==> config.mk <==
export PLATFORM = sky130hd
export DESIGN_NAME = load_store_unit_flat
export DESIGN_NICKNAME = d
export VERILOG_FILES = /design/src/rtl/load_store_unit_pkg.sv /design/src/rtl/load_store_unit_if.sv /design/src/rtl/load_store_unit_lane_mux.sv /design/src/rtl/load_store_unit.sv /design/src/flat_wrapper.sv
export SDC_FILE = /design/constraint.sdc
export NUM_CORES = 1
export LEC_CHECK = 0
export BUFFER_PORTS_ARGS = -buffer_cell sky130_fd_sc_hd__buf_2
export CORE_MARGIN = 2
export CORE_UTILIZATION = 43
export CTS_CLUSTER_DIAMETER = 120
export DETAILED_ROUTE_END_ITERATION = 8
export MAX_ROUTING_LAYER = met4
export PLACE_DENSITY = 0.87
export SYNTH_ARGS = -nofsm -noshare
export SYNTH_HDL_FRONTEND = slang
export SYNTH_SLANG_ARGS = --single-unit
==> constraint.sdc <==
create_clock -name clk -period 1.4 [get_ports clk]
set_input_delay 0 -clock clk [delete_from_list [all_inputs] [get_ports clk]]
set_output_delay 0 -clock clk [all_outputs]
set_load 0.01 [all_outputs]
==> src/rtl/load_store_unit_pkg.sv <==
// Shared definitions for the load/store unit: access size codes, FSM states
// and the alignment rule used by the top level.
package load_store_unit_pkg;

    localparam logic [1:0] SZ_BYTE = 2'b00;
    localparam logic [1:0] SZ_HALF = 2'b01;
    localparam logic [1:0] SZ_WORD = 2'b10;

    typedef enum logic [0:0] {
        ST_IDLE   = 1'b0,
        ST_RMW_WR = 1'b1
    } lsu_state_e;

    // Size 11 is never legal; bytes are never misaligned.
    function automatic logic access_err(input logic [1:0] size, input logic [1:0] lane);
        logic bad;
        case (size)
            SZ_BYTE: bad = 1'b0;
            SZ_HALF: bad = lane[0];
            SZ_WORD: bad = |lane;
            default: bad = 1'b1;
        endcase
        return bad;
    endfunction

endpackage

==> src/rtl/load_store_unit_if.sv <==
// Word-addressed data-memory bus: one combinational read port, one
// whole-word write port.
interface load_store_unit_if #(
    parameter int AW = 5
) ();
    logic [AW-1:0] mem_addr;
    logic [31:0]   mem_wdata;
    logic          mem_we;
    logic [31:0]   mem_rdata;

    modport master (output mem_addr, output mem_wdata, output mem_we, input mem_rdata);
    modport slave  (input mem_addr, input mem_wdata, input mem_we, output mem_rdata);
endinterface

==> src/rtl/load_store_unit_lane_mux.sv <==
// Lane logic shared by loads and the read-modify-write path: extracts and
// extends the addressed lane, and merges store data into the read word.
module lsu_lane_mux
    import load_store_unit_pkg::*;
(
    input  logic [1:0]  size,
    input  logic        sign_ext,
    input  logic [1:0]  lane,
    input  logic [31:0] mem_rdata,
    input  logic [15:0] wdata,
    output logic [31:0] load_data,
    output logic [31:0] merged_data
);

    logic [7:0]  byte_s;
    logic [15:0] half_s;

    // Load extraction and sign/zero extension.
    always_comb begin
        byte_s = 8'h00;
        case (lane)
            2'd0:    byte_s = mem_rdata[7:0];
            2'd1:    byte_s = mem_rdata[15:8];
            2'd2:    byte_s = mem_rdata[23:16];
            2'd3:    byte_s = mem_rdata[31:24];
            default: byte_s = 8'h00;
        endcase
        if (lane[1]) begin
            half_s = mem_rdata[31:16];
        end else begin
            half_s = mem_rdata[15:0];
        end
        case (size)
            SZ_BYTE: load_data = {{24{sign_ext & byte_s[7]}}, byte_s};
            SZ_HALF: load_data = {{16{sign_ext & half_s[15]}}, half_s};
            SZ_WORD: load_data = mem_rdata;
            default: load_data = 32'h0000_0000;
        endcase
    end

    // Store merge: replace only the addressed lane of the read word.
    always_comb begin
        merged_data = mem_rdata;
        case (size)
            SZ_BYTE: begin
                case (lane)
                    2'd0:    merged_data[7:0]   = wdata[7:0];
                    2'd1:    merged_data[15:8]  = wdata[7:0];
                    2'd2:    merged_data[23:16] = wdata[7:0];
                    2'd3:    merged_data[31:24] = wdata[7:0];
                    default: merged_data = mem_rdata;
                endcase
            end
            SZ_HALF: begin
                if (lane[1]) begin
                    merged_data[31:16] = wdata;
                end else begin
                    merged_data[15:0] = wdata;
                end
            end
            default: merged_data = mem_rdata;
        endcase
    end

endmodule

==> src/rtl/load_store_unit.sv <==
// Load/store unit: byte-addressed datapath accesses onto a word memory,
// with a two-cycle read-modify-write for sub-word stores.
module load_store_unit
    import load_store_unit_pkg::*;
#(
    parameter int DEPTH = 32
) (
    input  logic                clk,
    input  logic                rst,
    input  logic                req,
    input  logic                we,
    input  logic [1:0]          size,
    input  logic                sign_ext,
    input  logic [31:0]         addr,
    input  logic [31:0]         wdata,
    output logic [31:0]         rdata,
    output logic                stall,
    output logic                err,
    load_store_unit_if.master   mem
);

    localparam int AW = $clog2(DEPTH);

    lsu_state_e    state_r;
    logic [AW-1:0] hold_addr_r;
    logic [31:0]   hold_data_r;

    logic          err_s;
    logic [31:0]   load_data_s;
    logic [31:0]   merged_data_s;
    logic [AW-1:0] mem_addr_s;
    logic [31:0]   mem_wdata_s;
    logic          mem_we_s;
    logic          addr_unused_s;

    // Upper address bits wrap around the memory.
    assign addr_unused_s = ^addr[31:AW+2];

    assign err_s = ~rst & req & (state_r == ST_IDLE) & access_err(size, addr[1:0]);

    lsu_lane_mux u_lane_mux (
        .size        (size),
        .sign_ext    (sign_ext),
        .lane        (addr[1:0]),
        .mem_rdata   (mem.mem_rdata),
        .wdata       (wdata[15:0]),
        .load_data   (load_data_s),
        .merged_data (merged_data_s)
    );

    // Memory-side control and load result; reset and errors suppress everything.
    always_comb begin
        mem_addr_s  = addr[AW+1:2];
        mem_wdata_s = wdata;
        mem_we_s    = 1'b0;
        stall       = 1'b0;
        rdata       = 32'h0000_0000;
        if (rst) begin
            mem_we_s = 1'b0;
        end else if (state_r == ST_RMW_WR) begin
            mem_addr_s  = hold_addr_r;
            mem_wdata_s = hold_data_r;
            mem_we_s    = 1'b1;
        end else if (req && !err_s) begin
            if (!we) begin
                rdata = load_data_s;
            end else if (size == SZ_WORD) begin
                mem_we_s = 1'b1;
            end else begin
                stall = 1'b1;
            end
        end else begin
            mem_we_s = 1'b0;
        end
    end

    assign err           = err_s;
    assign mem.mem_addr  = mem_addr_s;
    assign mem.mem_wdata = mem_wdata_s;
    assign mem.mem_we    = mem_we_s;

    // RMW sequencer: capture the merged word in IDLE, write it out in RMW_WR.
    always_ff @(posedge clk) begin
        if (rst) begin
            state_r     <= ST_IDLE;
            hold_addr_r <= '0;
            hold_data_r <= 32'h0000_0000;
        end else begin
            case (state_r)
                ST_IDLE: begin
                    if (req && we && !err_s && (size != SZ_WORD)) begin
                        hold_addr_r <= addr[AW+1:2];
                        hold_data_r <= merged_data_s;
                        state_r     <= ST_RMW_WR;
                    end else begin
                        state_r <= ST_IDLE;
                    end
                end
                ST_RMW_WR: state_r <= ST_IDLE;
                default:   state_r <= ST_IDLE;
            endcase
        end
    end

endmodule
==> src/flat_wrapper.sv <==
// flat-port wrapper written by rule: the top's interface ports become plain ports
module load_store_unit_flat import load_store_unit_pkg::*;
#(
    parameter int DEPTH = 32
)
  (clk, rst, req, we, size, sign_ext, addr, wdata, rdata, stall, err, mem_mem_addr, mem_mem_wdata, mem_mem_we, mem_mem_rdata);
  load_store_unit_if mem_i ();
  input  logic clk;
  input  logic rst;
  input  logic req;
  input  logic we;
  input  logic [1:0] size;
  input  logic sign_ext;
  input  logic [31:0] addr;
  input  logic [31:0] wdata;
  output logic [31:0] rdata;
  output logic stall;
  output logic err;
  output wire logic [$bits(mem_i.mem_addr)-1:0] mem_mem_addr;
  output wire logic [$bits(mem_i.mem_wdata)-1:0] mem_mem_wdata;
  output wire logic [$bits(mem_i.mem_we)-1:0] mem_mem_we;
  input wire logic [$bits(mem_i.mem_rdata)-1:0] mem_mem_rdata;
  assign mem_mem_addr = mem_i.mem_addr;
  assign mem_mem_wdata = mem_i.mem_wdata;
  assign mem_mem_we = mem_i.mem_we;
  assign mem_i.mem_rdata = mem_mem_rdata;
  load_store_unit #(.DEPTH(DEPTH)) u_core (.clk(clk), .rst(rst), .req(req), .we(we), .size(size), .sign_ext(sign_ext), .addr(addr), .wdata(wdata), .rdata(rdata), .stall(stall), .err(err), .mem(mem_i));
endmodule
==> summary.md <==
| Metric | Value |
|---|---|
| Power Internal | `0.00221 W` |
| Top Family by Delay on Critical Path | `simple AND/OR/NAND/NOR gates` |
| Worst-Margin Slew | `530 ps` |
| Worst Min Path Start | `mem_mem_rdata[3]` |
| Fraction of layout cells with a size suffix above 1 | `55.2%` |
| Post-synth ARST share | `0%` |
| Kind of critical path | `flop to output pin` |
| WHS Path Cells | `3` |
| Inst Count DP | `611` |
| Die area | `7960 um2` |
| Seq pwr share | `35.9%` |
| Via Count | `4083` |
| Leak | `2.33 nW` |
| Largest net degree at the start of global routing | `between 40 and 50` |
| TNS Setup | `-21620 ps` |
| Top-count cell post-synth | `mux2_2` |
| Post-DR wirelength/cell | `21.2 um` |
| CP peak stage delay | `between 300 and 400 ps` |
| Initial antenna violation count | `0` |
| First-pass GRT wire length | `19300 um` |
| Number of synthesized flops with an enable pin | `0` |
| Mux cell area share after synthesis | `21.2%` |
| Starting Density | `~44%` |
| DR vias/cell | `6.26` |
| Final WS setup | `-393 ps` |
| Top FF cell, synth | `dfxtp_1` |
| GPL Wtd Cong | `0.940` |
| Final WL | `~14000 um` |
| Synth area leaders | `dfxtp_1, mux2_2, a21oi_1` |
| Worst EP arrival | `between 1500 and 2000 ps` |
| Port Buffer Count | `149` |
| Clk pwr share | `between 20% and 30%` |
| Clock Skew | `5.66 ps` |
| DIE HEIGHT | `89.2 um` |
| Syn Nets | `476` |
| Pre-CTS WS | `-115 ps` |
| Setup crit start kind | `flop` |
| Fin cells | `652` |
| Clock buffer depth | `2` |
| Final HPWL DP | `8670 um` |
| Total power | `0.00326 W` |
| Synth Area in XOR/XNOR | `0%` |
| CTS clk-pin slew, worst paths | `80 ps` |
| Maximum clock frequency | `about 560 MHz` |
| Flop-to-flop setup slack | `-220 ps` |
| CTS H-Tree Depth | `2` |
| CTS sink cnt | `38` |
| Largest family of logic cells by synthesized area | `compound AO/OA/AOI/OAI gates` |
| NumNets Final | `655` |
| Commonest cells in the netlist | `mux2_2, dfxtp_1, nor2_1` |
| Worst-skew pair later-pin latency | `just under 300 ps` |
| Final period util | `128%` |
| ANT nets after route | `0` |
| Comb pwr share | `35.6%` |
| Syn Inst Count | `373` |
| Adder-cell share of the synthesized area | `0%` |
| GRT overflow | `0` |
| Failing checks | `negative setup slack` |
| CP required | `1400 ps` |
| Dominant cell type by area after synthesis | `dfxtp_1` |
| Library cells used by synthesis | `52` |
| Cells on worst reg2reg path | `8` |
| Core box area | `7140 um2` |
| CTS Buf Count | `5` |
| YS warnings | `0` |
| 1st-iter DRT viols | `406` |
| CP most frequent cell | `buf_6` |
| Root Driver | `clkbuf_8` |
| Antenna cells | `0` |
| NetSw | `0.00105 W` |
| Synth Area in Compound Gates | `between 20% and 30%` |
| Sequential-to-total area share from yosys stat | `approximately 24%` |
| CTS tree | `yes` |
| CP max FO | `8` |
| Area of the mapped netlist | `approximately 3100 um2` |
| Syn Area/Cell | `8.37 um2` |
| Status | `finished, violations left` |
| FF+latch count, synth | `38` |
| Die width | `89.2 um` |
| Tmin final | `1790 ps` |
| Hold Path Class | `input port to flop` |
| PwrDens | `roughly 630 nW/um2` |
| Residual DRC | `0` |
| IO Count | `175` |
| Slowest cell on crit path | `dfxtp_2` |
| Simple-Gate Fraction of Synth Area | `16.1%` |
| Net Sw Frac | `roughly a third` |
| Max_cap viols | `0` |
| Min-Delay Endpoint | `u_core.hold_data_r[3]` |
| FF-to-FF End | `u_core.hold_data_r[26]` |
| Endpoints failing hold | `0` |
| Cell row count | `31` |
| Area delta synth->final | `64.7%` |
| Hold_ws | `around 7.8 ps` |
| Fin. max-slew vios | `0` |
| Final setup violation count | `104` |
| Total global-route track usage | `33.0%` |
| Worst-path cell chain | `nor4b_4 > o2111ai_2 > nor2b_4 > buf_6 > a21o_1 > buf_6` |
| RSZ-0062 raised after global routing | `yes` |
| Crit path buffers/inverters | `2` |
| Max rail drop VDD | `0.375 mV` |
| Synth top area share | `24.4%` |
| Crit end category | `output pin` |
| RR Startpoint | `u_core.state_r` |
| DR pass1 iterations | `5` |
| Slew headroom | `about two thirds` |
| Vias in the first global route | `3720` |
==> worst min-delay path, delay by kind of cell <==
kind                   cells  cell delay (ps)
and+or+nand+nor            1               60
buffers and inverters      1              110
AOI/OAI and AO/OA          1               90
==> power groups by stage <==
stage | Clock (W) | Sequential, W | Combinational, W
global placement | 0 | 0.00119 | 0.000875
finish | 0.000930 | 0.00117 | 0.00116
global route | 0.000975 | 0.00118 | 0.00122
floorplan | 0 | 0.00118 | 0.000508
CTS | 0.000926 | 0.00117 | 0.00106
detailed placement | 0 | 0.00120 | 0.000888
==> state kept, by name, indices dropped and copies added (netlist names) <==
signal,count
u_core.state_r,1
u_core.hold_data_r,32
u_core.hold_addr_r,5
==> per-stage QoR <==
stage / utilization [%] / cell area, um2
after CTS: 68.4 / 4880
final: 72.1 / 5140
after global routing: 72.1 / 5140
after detailed placement: 57.0 / 4070
after global placement: 57.0 / 4070
after floorplan: - / 3120
==> routing by layer <==
| metal | vias up | part of all wire, % | GRT usage (%) |
|---|---|---|---|
| li1 | 1787 | - | - |
| met2 | 303 | 48 | 54.4 |
| met5 | - | 0 | - |
| met1 | 1919 | 38 | 39.0 |
| met3 | 74 | 9.5 | 6.09 |
| met4 | 0 | 5.3 | 14.8 |
==> kinds of logic after synthesis <==
family	after synthesis
AOI/OAI and AO/OA	128
muxes	57
buffers and inverters	47
and+or+nand+nor	103
DFF	38
==> how the worst max path moves through the flow <==
| stage | from | to | slack [ps] | cells after the start |
|---|---|---|---|---|
| 2_1_floorplan | u_core.state_r | rdata[21] | 130 | 5 |
| 3_3_place_gp | u_core.state_r | rdata[2] | -70 | 5 |
| 3_5_place_dp | u_core.state_r | rdata[1] | -120 | 5 |
| 4_1_cts | u_core.state_r | rdata[28] | -320 | 6 |
| 5_1_grt | u_core.state_r | rdata[30] | -430 | 6 |
| 6_report | u_core.state_r | rdata[28] | -390 | 6 |
==> cells in the final DEF (no fill, tap or decap), types with 5 or more instances in the layout <==
master	count
buf_12	13
buf_4	21
a21oi_1	20
o31ai_4	5
a21o_1	18
nand4_1	5
a22oi_1	16
clkbuf_8	5
a21oi_2	6
a311oi_1	12
buf_2	136
dlygate4sd3_1	10
a211oi_1	9
mux2_2	43
a21oi_4	6
nand3_1	8
nand2_1	31
nor3b_1	6
mux2i_1	11
buf_16	8
nor2_1	30
a31o_2	5
dfxtp_1	37
buf_6	22
o22ai_1	7
==> layout make-up <==
cell class                      count  area [um2]
Fill cell                         551        1990
Clock inverter                      1        30.0
Inverter                            7        31.3
Clock buffer                        7        76.3
Tap cell                           99         124
Timing Repair Buffer              211        1700
Multi-Input combinational cell    289        2420
Sequential cell                    38         762
==> what timing repair did <==
action,CTS,global route
hold buffers,10,0
gates cloned,11,1
endpoints found under the setup margin,80,108
pin swaps,19,17
buffers inserted,8,3
hold endpoints to repair,10,0
resized for setup,60,42
No activity file was read; power rests on OpenSTA's default activity.
